--- src/rtl/fetch_ctrl.sv ---
// fetch_ctrl: IF-stage sequencer for boot, redirect, stall and halt (optional perf counters via FETCH_PERF_CNT_EN)
module fetch_ctrl #(
  parameter int ADDR_W = 16,
  parameter int BOOT_CYCLES = 2
) (
  input  logic              clk,
  input  logic              reset,
  input  logic              stall_req,
  input  logic              branch_taken,
  input  logic [ADDR_W-1:0] branch_target,
  input  logic              halt_req,
  input  logic              resume,
  output logic              pc_src,
  output logic              pc_write_zero,
  output logic [ADDR_W-1:0] dest_pc,
  output logic              if_id_write,
  output logic              if_id_flush,
  output logic              id_ex_flush,
  output logic              fetch_valid,
  output logic              halted
`ifdef FETCH_PERF_CNT_EN
  ,
  output logic [31:0]       stall_cycles,
  output logic [31:0]       redirect_count
`endif
);
  typedef enum logic [1:0] {BOOT, RUN, REDIRECT, HALT} state_t;
  state_t state;
  logic [3:0] cnt;
  logic boot, in_run, br, hl, st, red, hlt;
  // decode the active request; reset overrides state so the reset cycle looks like BOOT
  always_comb begin
    boot   = reset || state == BOOT;
    in_run = !reset && state == RUN;
    red    = !reset && state == REDIRECT;
    hlt    = !reset && state == HALT;
    br     = in_run && branch_taken;
    hl     = in_run && !branch_taken && halt_req;
    st     = in_run && !branch_taken && !halt_req && stall_req;
  end
  // Mealy control outputs
  always_comb begin
    pc_src        = br;
    pc_write_zero = boot || hl || hlt || st;
    dest_pc       = branch_target;
    if_id_write   = !st;
    if_id_flush   = boot || br || red || hl || hlt;
    id_ex_flush   = boot || br || st;
    fetch_valid   = in_run && !br && !hl && !st;
    halted        = hlt;
  end
  // state and boot counter
  always_ff @(posedge clk) begin
    if (reset) begin
      state <= BOOT;
      cnt   <= 4'(BOOT_CYCLES - 1);
    end else begin
      if (state == BOOT) begin
        cnt <= cnt - 4'd1;
        if (cnt == 4'd0) state <= RUN;
      end
      if (br) state <= REDIRECT;
      else if (hl) state <= HALT;
      if (red) state <= RUN;
      if (hlt && resume) state <= REDIRECT;
    end
  end
`ifdef FETCH_PERF_CNT_EN
  // saturating stall-cycle and accepted-redirect counters
  always_ff @(posedge clk) begin
    if (reset) begin
      stall_cycles   <= '0;
      redirect_count <= '0;
    end else begin
      if (st && stall_cycles != '1) stall_cycles <= stall_cycles + 32'd1;
      if (br && redirect_count != '1) redirect_count <= redirect_count + 32'd1;
    end
  end
`endif
endmodule

--- config.mk ---
export PLATFORM = sky130hd
export DESIGN_NAME = fetch_ctrl
export DESIGN_NICKNAME = d
export VERILOG_FILES = /design/src/rtl/fetch_ctrl.sv
export SDC_FILE = /design/constraint.sdc
export NUM_CORES = 1
export LEC_CHECK = 0
export ABC_AREA = 0
export CORE_MARGIN = 2
export CORE_UTILIZATION = 32
export DETAILED_ROUTE_END_ITERATION = 7
export PLACE_DENSITY = 0.83
export SYNTH_ARGS = -nofsm -noshare
export SYNTH_HDL_FRONTEND = slang
export SYNTH_SLANG_ARGS = --single-unit
--- constraint.sdc ---
create_clock -name clk -period 2.07 [get_ports clk]
set_input_delay 0.3105 -clock clk [delete_from_list [all_inputs] [get_ports clk]]
set_output_delay 0.3105 -clock clk [all_outputs]
set_load 0.02 [all_outputs]
Word level (Yosys, flattened, before mapping)
Cells that the tools add are included.
{"block": "totals", "output_inout_bits": 23, "reg_bits": 6, "word_cells": 49, "in_bits": 22}
{"block": "op_classes", "mux": 6, "reduce_logical": 36, "n_eq_ne": 3, "n_addsub": 1}
{"cell": "logical AND 1 bit", "n": 12}
{"cell": "2-to-1 mux 2 bit", "n": 6}
{"cell": "nonzero test 5 bit", "n": 2}
{"cell": "logical OR 1 bit", "n": 9}
{"cell": "nonzero test 4 bit", "n": 2}
{"cell": "zero test 1 bit", "n": 6}
{"cell": "equality test 2 bit (second input constant)", "n": 2}
{"cell": "zero test 4 bit", "n": 1}
{"cell": "AND reduction 2 bit", "n": 2}
{"cell": "subtractor 4 x 1 -> 4 bit (second input constant)", "n": 1}
{"cell": "equality test 2 x 1 -> 1 bit (second input constant)", "n": 1}
{"cell": "zero test 2 bit", "n": 1}
{"cell": "OR reduction 2 bit", "n": 1}

Longest topological paths before layout
{"block": "depth", "ltp_word": 8, "mapped_depth": 5, "depth_no_buf": 5}

Least setup slack after synthesis
OpenSTA, ideal clock, no wires.
{"block": "synth_path", "path_kind": "input port to output port", "start": "input port reset", "end": "output port fetch_valid", "path_buffers": 1, "path_slack_ns": 0.584, "required_ns": 1.760, "cell_stages": 4, "arrival_ns": 1.175, "cell_sequence": "clkbuf_2 > and2b_1 > nand2_1 > nor2_1"}
{"block": "synth_between", "elab_chain_len": 7, "elab_cells_between_ends": 13, "cone_classes": "reduce/logical: 13"}
{"item": "from (decl)", "line": "7", "text": "input logic reset,"}
{"item": "zero test 1 bit (*)", "line": "34", "text": "in_run = !reset && state == RUN;"}
{"item": "logical AND 1 bit (*)", "line": "34"}
{"item": "logical AND 1 bit, on equally long branches", "line": "37, 38, 39"}
{"item": "zero test 1 bit, or another cell as far along", "line": "49", "text": "fetch_valid = in_run && !br && !hl && !st;"}
{"item": "logical AND 1 bit, or another cell as far along", "line": "49"}
{"item": "logical AND 1 bit or zero test 1 bit (tied branches)", "line": "49"}
{"item": "logical AND 1 bit (*)", "line": "49"}
{"item": "to (decl)", "line": "19", "text": "output logic fetch_valid,"}
Mark *: on every way between the ends. The rest lies on a longest branch, timed or not.

Worst setup path in the final report
{"block": "layout_path", "start": "input port reset", "end": "output port if_id_flush"}
{"block": "layout_between", "elab_chain_len": 7, "elab_cells_between_ends": 12, "cone_classes": "reduce/logical: 12"}
{"item": "zero test 1 bit", "line": "34, 35, 36"}
{"item": "logical AND 1 bit", "line": "34"}
{"item": "logical AND 1 bit", "line": "37", "text": "br = in_run && branch_taken;"}
{"item": "logical OR 1 bit (3 in a row)", "line": "47", "text": "if_id_flush = boot || br || red || hl || hlt;"}
{"item": "logical OR 1 bit (*)", "line": "47"}
{"item": "to (decl)", "line": "17", "text": "output logic if_id_flush,"}
Marks and branches as above.

==> impl_metrics.toml <==
[power]
peakVddDrop_mv = 0.624
power.density_nw_per_um2 = 1030
total_power_mw = 0.575
static-leakage-power_nw = 0.270

[clocking]
cts_tree = "yes"
clkSinkCount = 6
cts.root.buffer_cell = "sky130_fd_sc_hd__clkbuf_4"
htree_num_levels = 1
clk_pin_slew_worst_paths_ns = 0.04
clock_latency_ns = 0.24
cts_buffers = 3
cts_max_path_buffers = 2
postCtsSetupBuffers = 0

[sta]
setup_viols_final = 0
final_hold_viol_count = 0
post-route-period-util = 0.966
timing_worst_slew_pin_value_ns = 0.362
fin_worst_skew_ns = 0.00515
finalCriticalPeriod_ns = 2.00
rsz0062_at_grt = "no"
max_freq_ghz = 0.500
worst_slew_margin_rel = 0.759
timing.final.max_slew_violations = 0

[floorplan]
fp.dieArea_um2 = 1880
die-height_um = 43.4
die_width_um = 43.4
num_rows = 14
boundary_pins = 45
floorplan.initialDensity = 0.337
fp.coreArea_um2 = 1470

[placed_design]
gp_congestion = 0.735
placed_cells_incl_taps = 74
dp_hpwl_um = 685
io_buffers = 12
place_area_um2 = 529

[synth]
synth-seq-area-share = 0.242
ys_seq_elements = 6
yosys_warnings = 0
mappedNetlistArea_um2 = 495
syn_avg_cell_area_um2 = 8.26
ys_types = 27
synth.net_count = 83
cell_count_after_synthesis = 60

[critical_path]
critical_path.startpoint_type = "input port"
cp_data_required_time_ns = 1.76
r2r_end = "state[0]$_SDFFE_PP0P_"
most_numerous_cell_on_the_critical_path = "sky130_fd_sc_hd__clkdlybuf4s50_1"
path_cells = "clkdlybuf4s50_1, and2b_1, nand2_1, clkdlybuf4s50_1"
reg_to_reg_critical_path_startpoint = "cnt[0]$_SDFFE_PP1P_"
critPathArrivalTime_ns = 1.69
cp_num_buf_inv = 2
path_max_fanout = 5
cp_class = "in2out"
critPathCaptureType = "primary output"
crit_slowest_cell = "sky130_fd_sc_hd__clkdlybuf4s50_1"
worst_path_largest_cell_delay_ns = 0.60
critical-path-top-delay-family = "buffers and inverters"
register_to_register_path_depth = 5
worst_reg2reg_setup_slack_ns = 0.88

[global_route]
antenna_violations_before_repair = 0
grt.met2_usage = 0.143
grt_start_max_net_pins = 11
grt_most_used_layer = "met2"
grt_overflow = 0
met1_usage = 0.124
globalRouteMet3Util = 0.0750
grt_first_pass_wirelength_mm = 1.40
grt_pass1_vias = 329
grt.total_usage = 0.102

[routing]
detail_route.iter0.violations = 4
drt_wl_total_um = 873
drt_first_pass_iters = 4
detail_route.drc_violations = 0
post_drt_via_cell_ratio = 4.68
detail-route-antenna-nets = 0
vias = 360
avgRoutedWirePerCell_um = 11.3

[finish]
final_cell_mix = "6 x sky130_fd_sc_hd__clkdlybuf4s50_1, 5 x sky130_fd_sc_hd__nor2_1, 5 x sky130_fd_sc_hd__dfxtp_1"
post_route_cells_drive_above_1_share = 0.197
fill_cells = 161
layout.cells.most_common = "sky130_fd_sc_hd__clkdlybuf4s50_1"
design.final.nets = 86
final_area_um2 = 557
n_antenna_cell = 0
flow.area_growth_from_synthesis_pct = 12.4
final_std_cells_w_o_fill = 77

[job]
drv.max_cap_violation_count = 0

[worst_hold_path]
worst_hold_path.endpoint = "cnt[1]$_SDFFE_PP0P_"
min-delay-path-class = "reg2reg"
hold_path.startpoint = "cnt[1]$_SDFFE_PP0P_"
hold_path_depth = 2

[status]
outcome = "completed"
==> worst register-to-register path, stage by stage, from the launching register on <==
cell                       delay, ns
sky130_fd_sc_hd__dfxtp_1        0.33
sky130_fd_sc_hd__inv_1          0.07
sky130_fd_sc_hd__ha_1           0.15
sky130_fd_sc_hd__nor4b_1        0.23
sky130_fd_sc_hd__nor3_1         0.09
sky130_fd_sc_hd__a311oi_1       0.24
==> through the flow <==
stage	util	setup TNS [ns]	hold slack [ns]	setup slack, ns
finish	0.378	0	0.524	0.0697
global route	0.378	0	0.544	0.0394
floorplan	-	0	0.432	0.584
global placement	0.360	-0.0759	0.501	-0.0608
CTS	0.372	0	0.528	0.00956
detailed placement	0.360	-0.146	0.520	-0.0712
==> cell usage after synthesis <==
master,count,share of area
sky130_fd_sc_hd__dfxtp_1,6,0.24
sky130_fd_sc_hd__nor3_1,2,0.020
sky130_fd_sc_hd__clkbuf_2,1,0.010
sky130_fd_sc_hd__nor2_2,1,0.013
sky130_fd_sc_hd__xnor2_1,2,0.035
sky130_fd_sc_hd__nor3b_2,1,0.025
sky130_fd_sc_hd__nand2b_1,3,0.038
sky130_fd_sc_hd__nor2_1,5,0.038
sky130_fd_sc_hd__ha_1,1,0.025
sky130_fd_sc_hd__inv_1,2,0.015
sky130_fd_sc_hd__a21oi_1,1,0.010
sky130_fd_sc_hd__and2b_1,2,0.030
sky130_fd_sc_hd__a311oi_1,1,0.018
sky130_fd_sc_hd__a211oi_1,1,0.015
sky130_fd_sc_hd__o21ai_0,1,0.010
sky130_fd_sc_hd__and2_1,1,0.013
sky130_fd_sc_hd__and3b_1,1,0.018
sky130_fd_sc_hd__nand3_1,1,0.010
sky130_fd_sc_hd__a21o_1,1,0.015
sky130_fd_sc_hd__buf_4,16,0.24
sky130_fd_sc_hd__nor4b_1,1,0.018
sky130_fd_sc_hd__nor3_2,1,0.020
sky130_fd_sc_hd__mux2_4,1,0.030
sky130_fd_sc_hd__or2_1,1,0.013
sky130_fd_sc_hd__nand2_1,2,0.015
sky130_fd_sc_hd__buf_6,1,0.023
sky130_fd_sc_hd__nor2b_1,3,0.038
==> flip-flops by register name (all words and copies together), names as in the netlist <==
| signal | flops |
|---|---|
| cnt | 4 |
| state | 2 |
==> worst max path at each step <==
stage / startpoint / to / slack [ns] / cells past startpoint
after detailed placement: branch_taken / id_ex_flush / -0.07 / 5
after CTS: reset / pc_src / 0.01 / 4
final: reset / if_id_flush / 0.07 / 4
after global placement: branch_taken / id_ex_flush / -0.06 / 5
after global routing: reset / if_id_flush / 0.04 / 4
after floorplan: reset / fetch_valid / 0.58 / 4
==> final cells by class <==
cell class              count  area, um2  area share
well taps                  16       20.0      0.0360
inverters                   2       7.51      0.0135
flip-flops and latches      6        121       0.218
multi-input cells          34        231       0.416
clock buffers               3       22.5      0.0404
repair buffers             16        154       0.276
==> report_power, final <==
group | total [mW] | internal (mW) | leakage, nW | switching, mW
Combinational | 0.254 | 0.144 | 0.206 | 0.110
Sequential | 0.215 | 0.163 | 0.0499 | 0.0521
Clock | 0.106 | 0.0655 | 0.0138 | 0.0406
Total | 0.575 | 0.373 | 0.270 | 0.202
==> routing by layer <==
layer,part of all wire,vias to the layer above,wire length [um]
met5,0,-,0
met4,0.014,0,12
met3,0.13,2,116
met2,0.47,18,406
met1,0.39,155,338
li1,-,185,-
==> kinds of logic (layout without fill, tap and decap cells) <==
group / count (synthesis) / in the layout / share of synthesized area
DFF: 6 / 6 / 0.242
adders and majority gates: 1 / 1 / 0.0252
xor gates and xnor gates: 2 / 2 / 0.0354
muxes: 1 / 1 / 0.0303
and+or+nand+nor: 25 / 25 / 0.308
AOI/OAI and AO/OA: 5 / 5 / 0.0682
buffers and inverters: 20 / 21 / 0.290
==> what timing repair did <==
action                     4_1_cts  5_1_grt
resized for setup                3        4
gates cloned                     0        0
setup endpoints to repair        3        3
hold buffers                     0        0
No activity file was read; power rests on OpenSTA's default activity.
